<file path="src/rtl/mantissa_normalizer.sv">
`default_nettype none
// ============================================================================
//  Module   : mantissa_normalizer
//  Purpose  : Post add/subtract normalization stage for IEEE-754 single
//             precision. Accepts the raw 24-bit magnitude (hidden bit at
//             [23]) plus a carry-out bit, exponent and sign. It then produces
//             packed frac/exp/sign fields and the zero/overflow/underflow
//             status flags. A carry is handled with one right shift.
//             Leading zeros are removed with one left shift per cycle.
//  Ports    : clk, rst (async, active-high)
//             in_valid / in_ready             - operand handshake
//             mant_in[23:0], carry_in,
//             exp_in[7:0], sign_in            - operand fields
//             out_valid / out_ready           - result handshake
//             frac_out[22:0], exp_out[7:0],
//             sign_out                        - packed result fields
//             zero_out, overflow, underflow   - status, valid with out_valid
//  Revision : 1.0  initial release
// ============================================================================
module mantissa_normalizer (
   input  logic        clk,
   input  logic        rst,
   input  logic        in_valid,
   output logic        in_ready,
   input  logic [23:0] mant_in,
   input  logic        carry_in,
   input  logic [7:0]  exp_in,
   input  logic        sign_in,
   output logic        out_valid,
   input  logic        out_ready,
   output logic [22:0] frac_out,
   output logic [7:0]  exp_out,
   output logic        sign_out,
   output logic        zero_out,
   output logic        overflow,
   output logic        underflow
);

   typedef enum logic [1:0] {
      S_IDLE  = 2'd0,
      S_CHECK = 2'd1,
      S_SHIFT = 2'd2,
      S_DONE  = 2'd3
   } state_t;

   localparam logic [7:0] EXP_OVF_LIMIT = 8'd254;
   localparam logic [7:0] EXP_INF       = 8'd255;

   state_t      state_q, state_d;

   // Working registers
   logic [23:0] mant_q, mant_d;
   logic [7:0]  exp_q, exp_d;
   logic        sign_q, sign_d;
   logic        carry_q, carry_d;

   // Result registers, loaded on entry to DONE and held until handshake
   logic [22:0] res_frac_q, res_frac_d;
   logic [7:0]  res_exp_q, res_exp_d;
   logic        res_sign_q, res_sign_d;
   logic        res_zero_q, res_zero_d;
   logic        res_ovf_q, res_ovf_d;
   logic        res_unf_q, res_unf_d;

   // One-step left shift shared by CHECK (first shift) and SHIFT
   logic [23:0] shift_mant;
   logic [7:0]  shift_exp;
   logic        shift_exit;

   // Finalisation request: a mantissa/exponent pair to be packed into DONE
   logic        fin_load;
   logic [23:0] fin_mant;
   logic [7:0]  fin_exp;

   assign shift_mant = {mant_q[22:0], 1'b0};
   assign shift_exp  = exp_q - 8'd1;
   // Stop once normalized, or once the exponent reaches the denormal floor
   assign shift_exit = shift_mant[23] || (shift_exp == 8'd1);

   always_ff @(posedge clk or posedge rst) begin
      if (rst) begin
         state_q    <= S_IDLE;
         mant_q     <= '0;
         exp_q      <= '0;
         sign_q     <= 1'b0;
         carry_q    <= 1'b0;
         res_frac_q <= '0;
         res_exp_q  <= '0;
         res_sign_q <= 1'b0;
         res_zero_q <= 1'b0;
         res_ovf_q  <= 1'b0;
         res_unf_q  <= 1'b0;
      end else begin
         state_q    <= state_d;
         mant_q     <= mant_d;
         exp_q      <= exp_d;
         sign_q     <= sign_d;
         carry_q    <= carry_d;
         res_frac_q <= res_frac_d;
         res_exp_q  <= res_exp_d;
         res_sign_q <= res_sign_d;
         res_zero_q <= res_zero_d;
         res_ovf_q  <= res_ovf_d;
         res_unf_q  <= res_unf_d;
      end
   end

   always_comb begin
      state_d    = state_q;
      mant_d     = mant_q;
      exp_d      = exp_q;
      sign_d     = sign_q;
      carry_d    = carry_q;
      res_frac_d = res_frac_q;
      res_exp_d  = res_exp_q;
      res_sign_d = res_sign_q;
      res_zero_d = res_zero_q;
      res_ovf_d  = res_ovf_q;
      res_unf_d  = res_unf_q;
      fin_load   = 1'b0;
      fin_mant   = '0;
      fin_exp    = '0;

      case (state_q)
         S_IDLE: begin
            if (in_valid) begin
               mant_d  = mant_in;
               exp_d   = exp_in;
               sign_d  = sign_in;
               carry_d = carry_in;
               state_d = S_CHECK;
            end
         end

         S_CHECK: begin
            if ((mant_q == 24'd0) && !carry_q) begin
               // Exact zero is always reported as +0
               state_d    = S_DONE;
               res_frac_d = '0;
               res_exp_d  = '0;
               res_sign_d = 1'b0;
               res_zero_d = 1'b1;
               res_ovf_d  = 1'b0;
               res_unf_d  = 1'b0;
            end else if (carry_q) begin
               if (exp_q >= EXP_OVF_LIMIT) begin
                  // Incremented exponent would reach 255: signed infinity
                  state_d    = S_DONE;
                  res_frac_d = '0;
                  res_exp_d  = EXP_INF;
                  res_sign_d = sign_q;
                  res_zero_d = 1'b0;
                  res_ovf_d  = 1'b1;
                  res_unf_d  = 1'b0;
               end else begin
                  // Bit shifted out of [0] is simply dropped (truncation)
                  fin_load = 1'b1;
                  fin_mant = {1'b1, mant_q[23:1]};
                  fin_exp  = exp_q + 8'd1;
               end
            end else if (mant_q[23] || (exp_q <= 8'd1)) begin
               fin_load = 1'b1;
               fin_mant = mant_q;
               fin_exp  = exp_q;
            end else begin
               mant_d = shift_mant;
               exp_d  = shift_exp;
               if (shift_exit) begin
                  fin_load = 1'b1;
                  fin_mant = shift_mant;
                  fin_exp  = shift_exp;
               end else begin
                  state_d = S_SHIFT;
               end
            end
         end

         S_SHIFT: begin
            mant_d = shift_mant;
            exp_d  = shift_exp;
            if (shift_exit) begin
               fin_load = 1'b1;
               fin_mant = shift_mant;
               fin_exp  = shift_exp;
            end
         end

         S_DONE: begin
            if (out_ready) begin
               state_d = S_IDLE;
            end
         end

         default: begin
            state_d = S_IDLE;
         end
      endcase

      // Pack a finite nonzero result; lack of a hidden bit means denormal
      if (fin_load) begin
         state_d    = S_DONE;
         mant_d     = fin_mant;
         exp_d      = fin_exp;
         res_frac_d = fin_mant[22:0];
         res_sign_d = sign_q;
         res_zero_d = 1'b0;
         res_ovf_d  = 1'b0;
         if (fin_mant[23]) begin
            res_exp_d = fin_exp;
            res_unf_d = 1'b0;
         end else begin
            res_exp_d = 8'd0;
            res_unf_d = 1'b1;
         end
      end
   end

   // Outputs are gated by DONE so an async reset clears them immediately
   logic done;
   assign done      = (state_q == S_DONE);
   assign in_ready  = (state_q == S_IDLE);
   assign out_valid = done;
   assign frac_out  = done ? res_frac_q : 23'd0;
   assign exp_out   = done ? res_exp_q  : 8'd0;
   assign sign_out  = done & res_sign_q;
   assign zero_out  = done & res_zero_q;
   assign overflow  = done & res_ovf_q;
   assign underflow = done & res_unf_q;

endmodule
`default_nettype wire

</file>
<file path="config.mk">
export PLATFORM = sky130hd
export DESIGN_NAME = mantissa_normalizer
export DESIGN_NICKNAME = d
export VERILOG_FILES = /design/src/rtl/mantissa_normalizer.sv
export SDC_FILE = /design/constraint.sdc
export NUM_CORES = 1
export LEC_CHECK = 0
export ABC_AREA = 0
export CORE_UTILIZATION = 45
export CTS_BUF_LIST = sky130_fd_sc_hd__clkbuf_2 sky130_fd_sc_hd__clkbuf_4 sky130_fd_sc_hd__clkbuf_8
export DETAILED_ROUTE_END_ITERATION = 10
export GPL_TIMING_DRIVEN = 0
export PLACE_DENSITY = 0.7
export SLEW_MARGIN = 10
export SYNTH_ARGS = -nofsm -noshare
export SYNTH_HDL_FRONTEND = slang
export SYNTH_SLANG_ARGS = --single-unit
</file>
<file path="constraint.sdc">
create_clock -name clk -period 3.79 [get_ports clk]
set_clock_uncertainty 0.15 [all_clocks]
set_input_delay 0.758 -clock clk [delete_from_list [all_inputs] [get_ports clk]]
set_output_delay 0.758 -clock clk [all_outputs]
set_load 0.005 [all_outputs]
</file>
=== Yosys cells after proc, flatten, opt, wreduce, memory -nomap -nowiden ===
Cells that the tools add are included.
Widths: inputs -> output; s select.

* Add/sub/neg operators: 2
* Multiplexer cells: 71
* Shift operators: 0
* $lt $le $gt $ge: 2
* Equal/unequal tests: 12
* Bitwise logic cells: 4
* Divide/modulo/power cells: 0
* Reduce and logical (&&, ||, !) cells: 15
* $mul: 0

{| class="wikitable"
|+ Operators by type and width
! kind !! number
|-
| $mux 24 || 10
|-
| $mux 23 || 6
|-
| $mux 8 || 17
|-
| $pmux 24 s3 || 1
|-
| $pmux 24 s2 || 1
|-
| $logic_not 24->1 || 1
|-
| $mux 1 || 24
|-
| $pmux 8 s3 || 1
|-
| $mux 2 || 8
|-
| $pmux 8 s2 || 1
|-
| $ne 5x5->1 const B || 3
|-
| $ne 3x3->1 const B || 4
|-
| $add 8x1->8 const B || 1
|-
| $eq 8x1->1 const B || 1
|-
| $ge 8x8->1 const B || 1
|-
| $le 8x1->1 const B || 1
|-
| $reduce_bool 4->1 || 2
|-
| $sub 8x1->8 const B || 1
|-
| $pmux 2 s3 || 1
|-
| $reduce_and 6->1 || 1
|-
| $reduce_bool 3->1 || 2
|-
| $reduce_and 5->1 || 1
|-
| $and 1x1->1 || 4
|-
| $eq 2x2->1 const B || 2
|-
| other kinds (10) || 11
|}

* Bits in registers: 71
* Bits in latches: 0
* ROM bits: 0
* Memories kept: 0
* Word-level logic and storage cells: 117
* RAM bits: 0

=== Logic depth before layout (Yosys ltp) ===
* Depth in word-level cells: 10
* Mapped depth: 14
* Mapped depth without buffers: 9

=== Least setup slack after synthesis ===
No wires, ideal clock.

* Kind: reg-to-reg
* Start: register exp_q[0]
* End: register mant_q[4]
* Path buffers: 4
* Cell stages (with the launch flop): 14
* Clock period less this slack: 3,287 ps
* Arrival: 3,012 ps
* Library setup time: 125 ps
* Slack: 503 ps
* Data required time: 3,515 ps
* Cell sequence: dfrtp_1 clkbuf_1 inv_1 ha_1 clkbuf_1 o21ba_2 a31oi_1 a211oi_2 or3_1 clkbuf_1 buf_2 a211oi_1 a211oi_1 mux2_4

* Longest elaborated chain between the ends: 10
* Elaborated cells on any way between the ends: 25
* Those cells by class: add/sub: 1; order compare: 2; eq/ne: 5; mux: 13; reduce/logical: 4

{| class="wikitable"
|+ RTL lines
! element !! RTL line !! RTL
|-
| from (decl) || 53 || <nowiki>logic [7:0] exp_q, exp_d;</nowiki>
|-
| from (signal assigned) || 96 || <nowiki>exp_q <= exp_d;</nowiki>
|-
| $sub 8x1->8 || 76 || <nowiki>assign shift_exp = exp_q - 8'd1;</nowiki>
|-
| $eq 8x1->1 || 78 || <nowiki>assign shift_exit = shift_mant[23] || (shift_exp == 8'd1);</nowiki>
|-
| $logic_or 1x1->1 || 78 ||
|-
| $mux 1 || 168, 181 ||
|-
| $mux 1 || 161 || <nowiki>end else if (mant_q[23] || (exp_q <= 8'd1)) begin</nowiki>
|-
| $mux 1 || 145 || <nowiki>end else if (carry_q) begin</nowiki>
|-
| $mux 1 || 136 || <nowiki>if ((mant_q == 24'd0) && !carry_q) begin</nowiki>
|-
| $pmux 1 s2 || 124 || <nowiki>case (state_q)</nowiki>
|-
| $ne 3x3->1 (no line), or another cell as far along || - ||
|-
| $reduce_and 5->1 (no line) || - ||
|-
| to (signal assigned) || 95 || <nowiki>mant_q <= mant_d;</nowiki>
|-
| to (decl) || 52 || <nowiki>logic [23:0] mant_q, mant_d;</nowiki>
|}

Parallel ways exist; a longest one is shown, timed or not.
A chain may end at the register's enable or synchronous reset.

=== Worst setup path after layout ===
* Start: register exp_q[0]
* End: register exp_q[3]

* Longest elaborated chain between the ends: 10
* Elaborated cells on any way between the ends: 30
* Those cells by class: add/sub: 2; order compare: 2; eq/ne: 5; mux: 17; reduce/logical: 4

{| class="wikitable"
|+ RTL lines
! element !! RTL line
|-
| $sub 8x1->8 || 76
|-
| $eq 8x1->1 || 78
|-
| $logic_or 1x1->1 || 78
|-
| $mux 1 || 168, 181
|-
| $mux 1 || 161
|-
| $mux 1 || 145
|-
| $mux 1 || 136
|-
| $pmux 1 s2 || 124
|-
| $ne 3x3->1 (no line), or another cell as far along || -
|-
| $reduce_and 5->1 (no line) || -
|}

Parallel ways exist; a longest one is shown, timed or not. The select of a mux whose other input is x is not followed.

==> flow_summary.toml <==
[sta]
fin_setup_tns_ns = 0
hold_violations = 0
period_share_pct = 95.68
clock.fmax_mhz = 275.8
maxSlewHeadroom_pct = 51.35
worst_pin_slew_ns = 0.7222
post-route-min-period_ns = 3.626
finalMaxSlewViolations = 0
setup_viol = 0

[flow_run]
maxCapViolCount = 0

[cells_and_area]
layout.nets = 689
insertedDiodeCount = 0
multi_input_area_um2 = 3050
fillers = 984
register_area_um2 = 1777
drive_above_1_share_pct = 17.00
layout.cells.non_filler = 787
final_util_pct = 58.25
syn2layout_area_growth_pct = 24.22

[cts]
cts-root-buf = "clkbuf_8"
cts_sinks = 71
cts_tree = "yes"
hold_buffers = 0
clockBufferDepth = 2
insertion_delay_ns = 0.39
cts_buffers = 9
cts_max_level = 3
clkTransAtPathRegs_ns = 0.09

[yosys]
synth_warnings = 0
synth_edf_count = 0
yosysMostFrequentCell = "dfrtp_1"
synth_common_cells = "71 x dfrtp_1, 58 x nor2_1, 47 x a211oi_1, 36 x and2_1, 31 x a31oi_1"
synth_top_flop_cell = "dfrtp_1"
synth_seq_cells = 71
synth_area_per_cell_um2 = 9.330
seq_area_frac_synth_pct = 34.50
syn_area_um2 = 5150
synth_area_leaders = "dfrtp_1 34%, mux2_4 7.3%, a211oi_1 6.9%"
synthCells = 552
synth_fp_nets = 599
synth_cell_types = 70
synth_top_area_cell = "dfrtp_1"
synth_top_area_share_pct = 34.50
async_flop_share_pct = 100.0

[global_routing]
grt_use_met2_pct = 43.71
grt_use_total_pct = 30.54
gr-total-overflow = 0
use_met3_pct = 6.754
antenna_found_initial = 1
grt_pass1_wl_mm = 26.55
grt_util_met1_pct = 43.24
grt_max_degree = 64
first_global_vias = 4772
grt_most_used_layer = "met2"

[power]
power_uw = 7368
p_leak_uw = 0.002611
power.density_nw_per_um2 = 1152
peakVddDrop_v = 0.0006601

[worst_hold_path]
worstHoldEndpoint = "res_exp_q[6]"
holdPathStages = 1
min_from = "res_exp_q[6]"
hp-class = "reg -> reg"

[routing]
antenna_left = 0
via_count = 5049
first_pass_iters = 5
wl_mm = 17.22
viasPerCell = 6.416
drc = 0
wl_per_cell_um = 21.88
drt_iter0_drc = 543

[setup_path]
timing.rr.start = "exp_q[0]"
path_class = "reg -> reg"
endpoint_kind = "flop"
cp_max_fo = 10
r2r_slack_ns = 0.16
worstRegToRegCells = 12
startpoint_type = "flop"
crit_required_ns = 3.92
timing.rr.end = "exp_q[3]"
cp.arrival_ns = 3.76

[placed_design]
numPortBuffers = 74
hpwl_mm = 12.65
placedCellCount = 767
routabilityCongestion = 0.9379

[outcome]
outcome = "complete, no violations"

[floorplan]
start_util_pct = 46.89
die_x_um = 109.0
io_pins = 75
die_area_um2 = 11880
rows = 38
fp.coreArea_um2 = 10980
die_h_um = 109.0
final cells by class:
cell class,instances,share of cell area [%]
buffer,50,4.361
clock inverter,6,1.702
inverter,20,1.213
timing repair buffer,79,12.48
clock buffer,10,2.054
multi-input combinational,411,47.68
sequential,71,27.77
tap,140,2.738
report_power, final:
part / internal, uW / switching [uW]
combinational: 2280 / 2830
clock: 444 / 328
sequential: 1120 / 370
cells in the final DEF (no fill, tap or decap), types with 18 or more instances in the layout:
cell | netlist | layout
clkdlybuf4s50_1 | 0 | 74
dfrtp_1 | 71 | 71
nor2_1 | 58 | 58
a211oi_1 | 47 | 47
and2_1 | 36 | 36
a31oi_1 | 31 | 30
clkbuf_1 | 27 | 26
nand2_1 | 26 | 26
a22o_1 | 26 | 26
mux2_4 | 25 | 25
a31o_2 | 19 | 19
inv_1 | 19 | 18
through the flow:
step	instance area, um2	hold slack [ns]	worst slack [ns]
final	6397	0.3367	0.1639
after global routing	6397	0.3586	-0.009525
after CTS	6362	0.3410	0.001515
after detailed placement	6096	0.3231	-0.3647
after global placement	6066	0.3201	-0.3581
after floorplan	5150	0.3059	0.5026
worst max-delay path, cell delays in order (launching register included):
cell	delay, ns
dfrtp_1	0.39
clkbuf_2	0.24
inv_1	0.11
ha_1	0.21
clkbuf_1	0.20
o21ba_2	0.29
a31oi_4	0.35
a211oi_4	0.12
clkbuf_1	0.28
a22o_1	0.30
a31oi_1	0.38
o221ai_1	0.23
mux2_4	0.29
how the worst max path moves through the flow:
stage,depth (start not counted),end,start
3_5_place_dp,12,exp_q[3],exp_q[0]
5_1_grt,12,exp_q[6],exp_q[0]
4_1_cts,12,exp_q[0],exp_q[0]
3_3_place_gp,12,exp_q[6],exp_q[0]
6_report,12,exp_q[3],exp_q[0]
2_1_floorplan,13,mant_q[4],exp_q[0]
registers in the layout, indices dropped and copies added (netlist names), 2 cells and up:
register and cells:
state_q 2, exp_q 8, res_frac_q 23, mant_q 24, res_exp_q 8
kinds of logic after synthesis:
kind of cell	Yosys count	share of synthesized area, %
adder cells (fa/ha/maj)	9	2.187
AND/OR/NAND/NOR	161	16.47
buffers and inverters	70	6.851
XOR/XNOR	6	1.020
multiplexers	32	8.771
AO/OA/AOI/OAI	203	30.20
flip-flops	71	34.50
what timing repair did:
item	CTS	global route
hold endpoints to repair	0	0
setup buffers	0	4
resized for setup	4	3
endpoints found under the setup margin	67	57
pin swaps	0	2
metal layers:
layer	routed length, um	share of wire (%)
met5	10	0.058
met2	7240	42
met4	653	3.8
met3	1372	8.0
met1	7946	46
No activity file was read; power rests on OpenSTA's default activity.
